`src/rtl/sobel_frame_sequencer_if.sv`:
```
// Host/datapath signal bundle for the Sobel frame sequencer.
// The master side drives the requests, configuration and datapath strobes.
// The slave side is the sequencer, which returns latched config and status.
interface sobel_frame_sequencer_if #(
  parameter int LINE_LENGTH = 640,
  parameter int LINE_NUM    = 480
);
  localparam int PIX_W = $clog2(LINE_LENGTH * LINE_NUM + 1);

  logic             i_start;
  logic             i_stop;
  logic             i_continuous;
  logic             i_cfg_enable;
  logic [23:0]      i_cfg_threshold;
  logic             i_pix_rd;
  logic             i_obuf_empty;
  logic             o_enable;
  logic [23:0]      o_threshold;
  logic             o_flush;
  logic             o_busy;
  logic             o_frame_done;
  logic             o_abort;
  logic             o_abort_code;
  logic [PIX_W-1:0] o_pix_cnt;
  logic [15:0]      o_frame_cnt;

  modport master (
    output i_start, i_stop, i_continuous, i_cfg_enable, i_cfg_threshold,
           i_pix_rd, i_obuf_empty,
    input  o_enable, o_threshold, o_flush, o_busy, o_frame_done, o_abort,
           o_abort_code, o_pix_cnt, o_frame_cnt
  );

  modport slave (
    input  i_start, i_stop, i_continuous, i_cfg_enable, i_cfg_threshold,
           i_pix_rd, i_obuf_empty,
    output o_enable, o_threshold, o_flush, o_busy, o_frame_done, o_abort,
           o_abort_code, o_pix_cnt, o_frame_cnt
  );
endinterface

```
`src/rtl/sobel_frame_sequencer.sv`:
```
// Frame-level controller for the Sobel edge-detection path.
// Latches host configuration at frame start, counts consumed pixels, waits
// for the output buffer to drain, then holds the pixel-control flush.
// Stop requests and a pixel-progress watchdog abort the frame through FLUSH.
module sobel_frame_sequencer #(
  parameter int LINE_LENGTH  = 640,
  parameter int LINE_NUM     = 480,
  parameter int FLUSH_CYCLES = 4,
  parameter int TIMEOUT      = 65536
) (
  input  logic                    CLK,
  input  logic                    RST,
  sobel_frame_sequencer_if.slave  bus
);

  localparam int FRAME_PIXELS = LINE_LENGTH * LINE_NUM;
  localparam int PIX_W        = $clog2(FRAME_PIXELS + 1);
  localparam int WD_W         = $clog2(TIMEOUT);
  localparam int FL_W         = (FLUSH_CYCLES > 1) ? $clog2(FLUSH_CYCLES) : 1;

  localparam logic [PIX_W-1:0] PIX_LAST = PIX_W'(FRAME_PIXELS - 1);
  localparam logic [WD_W-1:0]  WD_LAST  = WD_W'(TIMEOUT - 1);
  localparam logic [FL_W-1:0]  FL_LAST  = FL_W'(FLUSH_CYCLES - 1);

  typedef enum logic [2:0] {
    ST_IDLE,
    ST_LOAD,
    ST_RUN,
    ST_DRAIN,
    ST_FLUSH
  } state_t;

  state_t           state_q, state_d;
  logic             enable_q, enable_d;
  logic [23:0]      threshold_q, threshold_d;
  logic             flush_q, flush_d;
  logic             busy_q, busy_d;
  logic             frame_done_q, frame_done_d;
  logic             abort_q, abort_d;
  logic             abort_code_q, abort_code_d;
  logic             aborted_q, aborted_d;
  logic [PIX_W-1:0] pix_cnt_q, pix_cnt_d;
  logic [15:0]      frame_cnt_q, frame_cnt_d;
  logic [WD_W-1:0]  wdog_q, wdog_d;
  logic [FL_W-1:0]  flush_cnt_q, flush_cnt_d;
  logic             timeout_hit;

  // Next-state logic: stop beats timeout beats frame completion, and every
  // registered output is derived from the state being entered.
  always_comb begin
    state_d      = state_q;
    enable_d     = enable_q;
    threshold_d  = threshold_q;
    frame_done_d = 1'b0;
    abort_d      = 1'b0;
    abort_code_d = abort_code_q;
    aborted_d    = aborted_q;
    pix_cnt_d    = pix_cnt_q;
    frame_cnt_d  = frame_cnt_q;
    wdog_d       = wdog_q;
    flush_cnt_d  = flush_cnt_q;
    timeout_hit  = (wdog_q == WD_LAST);

    case (state_q)
      ST_IDLE: begin
        if (bus.i_start) begin
          state_d = ST_LOAD;
        end
      end
      ST_LOAD: begin
        enable_d    = bus.i_cfg_enable;
        threshold_d = bus.i_cfg_threshold;
        pix_cnt_d   = '0;
        wdog_d      = '0;
        state_d     = ST_RUN;
      end
      ST_RUN: begin
        if (bus.i_stop || timeout_hit) begin
          state_d      = ST_FLUSH;
          aborted_d    = 1'b1;
          abort_d      = 1'b1;
          abort_code_d = !bus.i_stop;
          flush_cnt_d  = '0;
        end else if (bus.i_pix_rd) begin
          pix_cnt_d = pix_cnt_q + 1'b1;
          wdog_d    = '0;
          if (pix_cnt_q == PIX_LAST) begin
            state_d = ST_DRAIN;
          end
        end else begin
          wdog_d = wdog_q + 1'b1;
        end
      end
      ST_DRAIN: begin
        wdog_d = wdog_q + 1'b1;
        if (bus.i_stop || timeout_hit) begin
          state_d      = ST_FLUSH;
          aborted_d    = 1'b1;
          abort_d      = 1'b1;
          abort_code_d = !bus.i_stop;
          flush_cnt_d  = '0;
        end else if (bus.i_obuf_empty) begin
          state_d     = ST_FLUSH;
          aborted_d   = 1'b0;
          flush_cnt_d = '0;
        end
      end
      ST_FLUSH: begin
        if (flush_cnt_q == FL_LAST) begin
          if (aborted_q) begin
            state_d = ST_IDLE;
          end else begin
            frame_done_d = 1'b1;
            frame_cnt_d  = frame_cnt_q + 16'd1;
            state_d      = bus.i_continuous ? ST_LOAD : ST_IDLE;
          end
        end else begin
          flush_cnt_d = flush_cnt_q + 1'b1;
        end
      end
      default: begin
        state_d = ST_IDLE;
      end
    endcase

    flush_d = (state_d == ST_FLUSH);
    busy_d  = (state_d != ST_IDLE);
  end

  // State and output registers with synchronous active-low reset.
  always_ff @(posedge CLK) begin
    if (!RST) begin
      state_q      <= ST_IDLE;
      enable_q     <= 1'b0;
      threshold_q  <= '0;
      flush_q      <= 1'b0;
      busy_q       <= 1'b0;
      frame_done_q <= 1'b0;
      abort_q      <= 1'b0;
      abort_code_q <= 1'b0;
      aborted_q    <= 1'b0;
      pix_cnt_q    <= '0;
      frame_cnt_q  <= '0;
      wdog_q       <= '0;
      flush_cnt_q  <= '0;
    end else begin
      state_q      <= state_d;
      enable_q     <= enable_d;
      threshold_q  <= threshold_d;
      flush_q      <= flush_d;
      busy_q       <= busy_d;
      frame_done_q <= frame_done_d;
      abort_q      <= abort_d;
      abort_code_q <= abort_code_d;
      aborted_q    <= aborted_d;
      pix_cnt_q    <= pix_cnt_d;
      frame_cnt_q  <= frame_cnt_d;
      wdog_q       <= wdog_d;
      flush_cnt_q  <= flush_cnt_d;
    end
  end

  assign bus.o_enable     = enable_q;
  assign bus.o_threshold  = threshold_q;
  assign bus.o_flush      = flush_q;
  assign bus.o_busy       = busy_q;
  assign bus.o_frame_done = frame_done_q;
  assign bus.o_abort      = abort_q;
  assign bus.o_abort_code = abort_code_q;
  assign bus.o_pix_cnt    = pix_cnt_q;
  assign bus.o_frame_cnt  = frame_cnt_q;

endmodule

```
`src/flat_wrapper.sv`:
```
// flat-port wrapper written by rule: the top's interface ports become plain ports
module sobel_frame_sequencer_flat 
#(
  parameter int LINE_LENGTH  = 640,
  parameter int LINE_NUM     = 480,
  parameter int FLUSH_CYCLES = 4,
  parameter int TIMEOUT      = 65536
)
  (CLK, RST, bus_i_start, bus_i_stop, bus_i_continuous, bus_i_cfg_enable, bus_i_cfg_threshold, bus_i_pix_rd, bus_i_obuf_empty, bus_o_enable, bus_o_threshold, bus_o_flush, bus_o_busy, bus_o_frame_done, bus_o_abort, bus_o_abort_code, bus_o_pix_cnt, bus_o_frame_cnt);
  sobel_frame_sequencer_if #(.LINE_LENGTH(LINE_LENGTH), .LINE_NUM(LINE_NUM)) bus_i ();
  input  logic CLK;
  input  logic RST;
  input wire logic [$bits(bus_i.i_start)-1:0] bus_i_start;
  input wire logic [$bits(bus_i.i_stop)-1:0] bus_i_stop;
  input wire logic [$bits(bus_i.i_continuous)-1:0] bus_i_continuous;
  input wire logic [$bits(bus_i.i_cfg_enable)-1:0] bus_i_cfg_enable;
  input wire logic [$bits(bus_i.i_cfg_threshold)-1:0] bus_i_cfg_threshold;
  input wire logic [$bits(bus_i.i_pix_rd)-1:0] bus_i_pix_rd;
  input wire logic [$bits(bus_i.i_obuf_empty)-1:0] bus_i_obuf_empty;
  output wire logic [$bits(bus_i.o_enable)-1:0] bus_o_enable;
  output wire logic [$bits(bus_i.o_threshold)-1:0] bus_o_threshold;
  output wire logic [$bits(bus_i.o_flush)-1:0] bus_o_flush;
  output wire logic [$bits(bus_i.o_busy)-1:0] bus_o_busy;
  output wire logic [$bits(bus_i.o_frame_done)-1:0] bus_o_frame_done;
  output wire logic [$bits(bus_i.o_abort)-1:0] bus_o_abort;
  output wire logic [$bits(bus_i.o_abort_code)-1:0] bus_o_abort_code;
  output wire logic [$bits(bus_i.o_pix_cnt)-1:0] bus_o_pix_cnt;
  output wire logic [$bits(bus_i.o_frame_cnt)-1:0] bus_o_frame_cnt;
  assign bus_i.i_start = bus_i_start;
  assign bus_i.i_stop = bus_i_stop;
  assign bus_i.i_continuous = bus_i_continuous;
  assign bus_i.i_cfg_enable = bus_i_cfg_enable;
  assign bus_i.i_cfg_threshold = bus_i_cfg_threshold;
  assign bus_i.i_pix_rd = bus_i_pix_rd;
  assign bus_i.i_obuf_empty = bus_i_obuf_empty;
  assign bus_o_enable = bus_i.o_enable;
  assign bus_o_threshold = bus_i.o_threshold;
  assign bus_o_flush = bus_i.o_flush;
  assign bus_o_busy = bus_i.o_busy;
  assign bus_o_frame_done = bus_i.o_frame_done;
  assign bus_o_abort = bus_i.o_abort;
  assign bus_o_abort_code = bus_i.o_abort_code;
  assign bus_o_pix_cnt = bus_i.o_pix_cnt;
  assign bus_o_frame_cnt = bus_i.o_frame_cnt;
  sobel_frame_sequencer #(.LINE_LENGTH(LINE_LENGTH), .LINE_NUM(LINE_NUM), .FLUSH_CYCLES(FLUSH_CYCLES), .TIMEOUT(TIMEOUT)) u_core (.CLK(CLK), .RST(RST), .bus(bus_i));
endmodule
```
`config.mk`:
```
export PLATFORM = sky130hd
export DESIGN_NAME = sobel_frame_sequencer_flat
export DESIGN_NICKNAME = d
export VERILOG_FILES = /design/src/rtl/sobel_frame_sequencer_if.sv /design/src/rtl/sobel_frame_sequencer.sv /design/src/flat_wrapper.sv
export SDC_FILE = /design/constraint.sdc
export NUM_CORES = 1
export LEC_CHECK = 0
export ABC_AREA = 1
export BUFFER_PORTS_ARGS = -buffer_cell sky130_fd_sc_hd__buf_2
export CAP_MARGIN = 15
export CORE_UTILIZATION = 45
export CTS_CLUSTER_SIZE = 40
export DETAILED_ROUTE_END_ITERATION = 7
export PLACE_DENSITY = 0.65
export SETUP_SLACK_MARGIN = 0.3
export SLEW_MARGIN = 10
export SYNTH_ARGS = -nofsm -noshare
export SYNTH_HDL_FRONTEND = slang
export SYNTH_SLANG_ARGS = --single-unit
```
`constraint.sdc`:
```
create_clock -name CLK -period 5.6 [get_ports CLK]
set_input_delay 0.84 -clock CLK [delete_from_list [all_inputs] [get_ports CLK]]
set_output_delay 0.84 -clock CLK [all_outputs]
set_load 0.02 [all_outputs]
```
==> impl_results.md <==
* DPL Wire Length at 7.04 mm
* Largest cells by area after synthesis: dfxtp_1 41%, nor2_1 14%, nand2_1 12%
* Number of library cell types mapped by synthesis at 32
* Slowest CP cell: clkinv_1
* CP peak stage delay at 0.97 ns
* Post-CTS Resized at 0
* FF-to-FF End: u_core.bus.o_pix_cnt[4]
* Clk root buf: clkbuf_8
* GRT overflow at 0
* Final hold vios at 0
* Die Area at 9860 um^2
* Via Count at 4,103
* CP top delay family: buffers and inverters
* Register bit total from synthesis at 87
* Ys async rst share at 0
* Final worst path period share at 0.462
* Fin crit period at 2.59 ns
* I/O pin count at 97
* Nets at 749
* Endpoints failing setup at 0
* Layout fillers at 945
* Mapped Nets at 660
* Power, Total at 1.29 mW
* Setup crit start kind: primary input
* Vias per inst at 4.95
* Cell Area, Synth at 4260 um^2
* Pwr/cell area at 259 nW/um^2
* Antenna diodes at 0
* Clk buf depth at 2
* Port Buffers at 96
* CTS Hold Bufs at 0
* CP Cell Sequence: buf_2 > clkinv_1 > a211oi_1
* Chip Height at 99.3 um
* Crit Path Max Fanout at 42
* Hold Path Depth at 2
* Share of layout cells above drive strength 1 at 0.187
* Die Width at 99.3 um
* FP Rows at 35
* Leakage Power at 2.11 nW
* Slew @ Worst Pin at 0.952 ns
* Initial antenna violation count at 0
* Initial Util at 0.463
* DRT Pass-1 Iters at 4
* H-tree levels at 3
* Critical Path Sink Type: flop
* WL per Instance at 12.0 um
* Initial DRC Count at 169
* Setup Slack @ Placement at 2.64 ns
* Max_cap viols at 0
* DRC violations left at 0
* Reg-to-reg setup timing slack at 3.08 ns
* Clk_lat worst skew at 0.35 ns
* Syn_area_per_cell at 6.83 um^2
* Core area at 9200 um^2
* Vias in the first global route at 3,866
* CTS Buf Count at 9
* Max VDD drop at 148 uV
* Critical R2R Launch: u_core.state_q[2]
* RSZ-0062 raised after global routing: false
* Synth area leader: dfxtp_1
* Worst Path Buf+Inv at 2
* Outcome: complete, no violations
* Clock Skew at 0.0107 ns
* Top_reg_cell synth: dfxtp_1
* Worst min-delay path endpoint: u_core.aborted_q
* Post-route setup slack at 3.01 ns
* Final instance area at 4980 um^2
* Cell Area, Placed at 4770 um^2
* Worst setup path class: primary input to flop
* Number of warning messages in the yosys log at 0
* Final Slew Violations at 0
* Final WL at 9.95 mm
* Slew HR at 0.361
* Number of synthesized flops with an enable pin at 0
* Critical Path AT at 2.84 ns
* P&R area growth vs syn at 16.9%
* Clock-pin slew of the registers on the worst-case setup and hold paths at 0.09 ns
* Largest net degree at the start of global routing at 43
* F_max at 386 MHz
* Post-synthesis sequential area ratio at 0.409
* DRT antenna net count at 0
* Share of the synthesized area in the top cell type at 0.409
* Setup TNS at 0 ns
* Worst reg-to-reg path cell count at 6
* First-pass GRT wire length at 16.9 mm
* Hold Crit Start: u_core.aborted_q
* Critical path data required time at 5.85 ns
* GPL Wtd Cong at 0.883
* Gr usage total at 0.209
* Final non-filler cell total at 829
* Clock tree sinks at 87
* Postcts setup bufs at 0
* Placed Cells at 813
* Type of the tightest min-delay check: flop to flop
* Synth Instances at 624
* CTS tree: built
## cells by family (layout without fill, tap and decap cells)
logic type / count (synthesis) / in the layout / share of synthesized area
buffers and inverters: 72 / 166 / 0.0737
flip-flops: 87 / 87 / 0.409
adder cells (fa/ha/maj): 4 / 4 / 0.0117
AO/OA/AOI/OAI: 77 / 77 / 0.0972
AND/OR/NAND/NOR: 364 / 364 / 0.368
XOR/XNOR: 20 / 20 / 0.0411
## layer usage
metal | share of wire | vias to the layer above | track usage
li1 | - | 2150 | -
met1 | 0.48 | 1827 | 0.267
met2 | 0.45 | 117 | 0.351
met3 | 0.054 | 9 | 0.0379
met4 | 0.0096 | 0 | 0.0803
met5 | 0 | - | 0
## worst max-delay path by stage
stage                           from                       end  slack (ns)  cells after the start
finish                           RST   u_core.bus.o_abort_code        3.01                      3
global route                     RST   u_core.bus.o_abort_code        2.76                      3
CTS                              RST   u_core.bus.o_pix_cnt[4]        3.01                      5
detailed placement               RST   u_core.bus.o_abort_code        2.64                      3
global placement                 RST   u_core.bus.o_abort_code        2.71                      3
floorplan           u_core.wdog_q[0]  u_core.bus.o_pix_cnt[14]        3.84                     11
## cells in the mapped netlist (3+ instances only)
master / count
dfxtp_1: 87
nand2_4: 4
inv_1: 49
or2_2: 3
nand2_1: 132
o21ai_0: 39
nor2_4: 4
xor2_1: 17
a211oi_1: 4
xnor2_1: 3
nor2_1: 154
o21bai_1: 3
nand2_2: 3
a21oi_1: 30
nor3_1: 9
ha_1: 4
nand3_1: 33
clkbuf_1: 13
nand4_1: 12
nor3b_1: 4
## sequential cells by signal (all words and copies together), names as in the netlist
| signal | flops |
|---|---|
| u_core.aborted_q | 1 |
| u_core.bus.o_abort | 1 |
| u_core.bus.o_abort_code | 1 |
| u_core.bus.o_busy | 1 |
| u_core.bus.o_enable | 1 |
| u_core.bus.o_flush | 1 |
| u_core.bus.o_frame_cnt | 16 |
| u_core.bus.o_frame_done | 1 |
| u_core.bus.o_pix_cnt | 19 |
| u_core.bus.o_threshold | 24 |
| u_core.flush_cnt_q | 2 |
| u_core.state_q | 3 |
| u_core.wdog_q | 16 |
## metrics by stage
step / utilization / hold WS, ns
finish: 0.541 / 0.467
global route: 0.541 / 0.489
CTS: 0.541 / 0.473
detailed placement: 0.519 / 0.460
global placement: 0.519 / 0.457
floorplan: - / 0.442
## worst reg2reg max path, stage by stage (launching register included)
cell and delay [ns]:
dfxtp_1 0.41, nor2_1 0.09, nand2_1 0.61, clkinv_1 0.88, nor2_1 0.30, nand2_1 0.09, nor2_1 0.08
## cells in the final DEF, fill, tap and decap left out, drive strengths merged, types with 10 or more instances in the layout
cell type  count
xor2          17
nor3          11
nand2        139
nor2         159
inv           53
nand4         12
o21ai         40
clkbuf        10
nand3         34
buf           96
dfxtp         87
a21oi         30
## layout make-up
type,instances,area (um^2),area share
clock inverters,6,67.6,0.0136
well taps,111,139,0.0279
inverters,54,208,0.0417
repair buffers,96,480,0.0965
flip-flops and latches,87,1740,0.350
multi-input cells,465,2210,0.443
clock buffers,10,138,0.0276
## power breakdown
part	switching [mW]	leakage [nW]	total (mW)	internal (mW)
Sequential	0.0161	0.706	0.660	0.644
Combinational	0.121	1.30	0.173	0.0524
Clock	0.233	0.0993	0.454	0.221
Note: power is estimated with default switching activity, not from simulation.
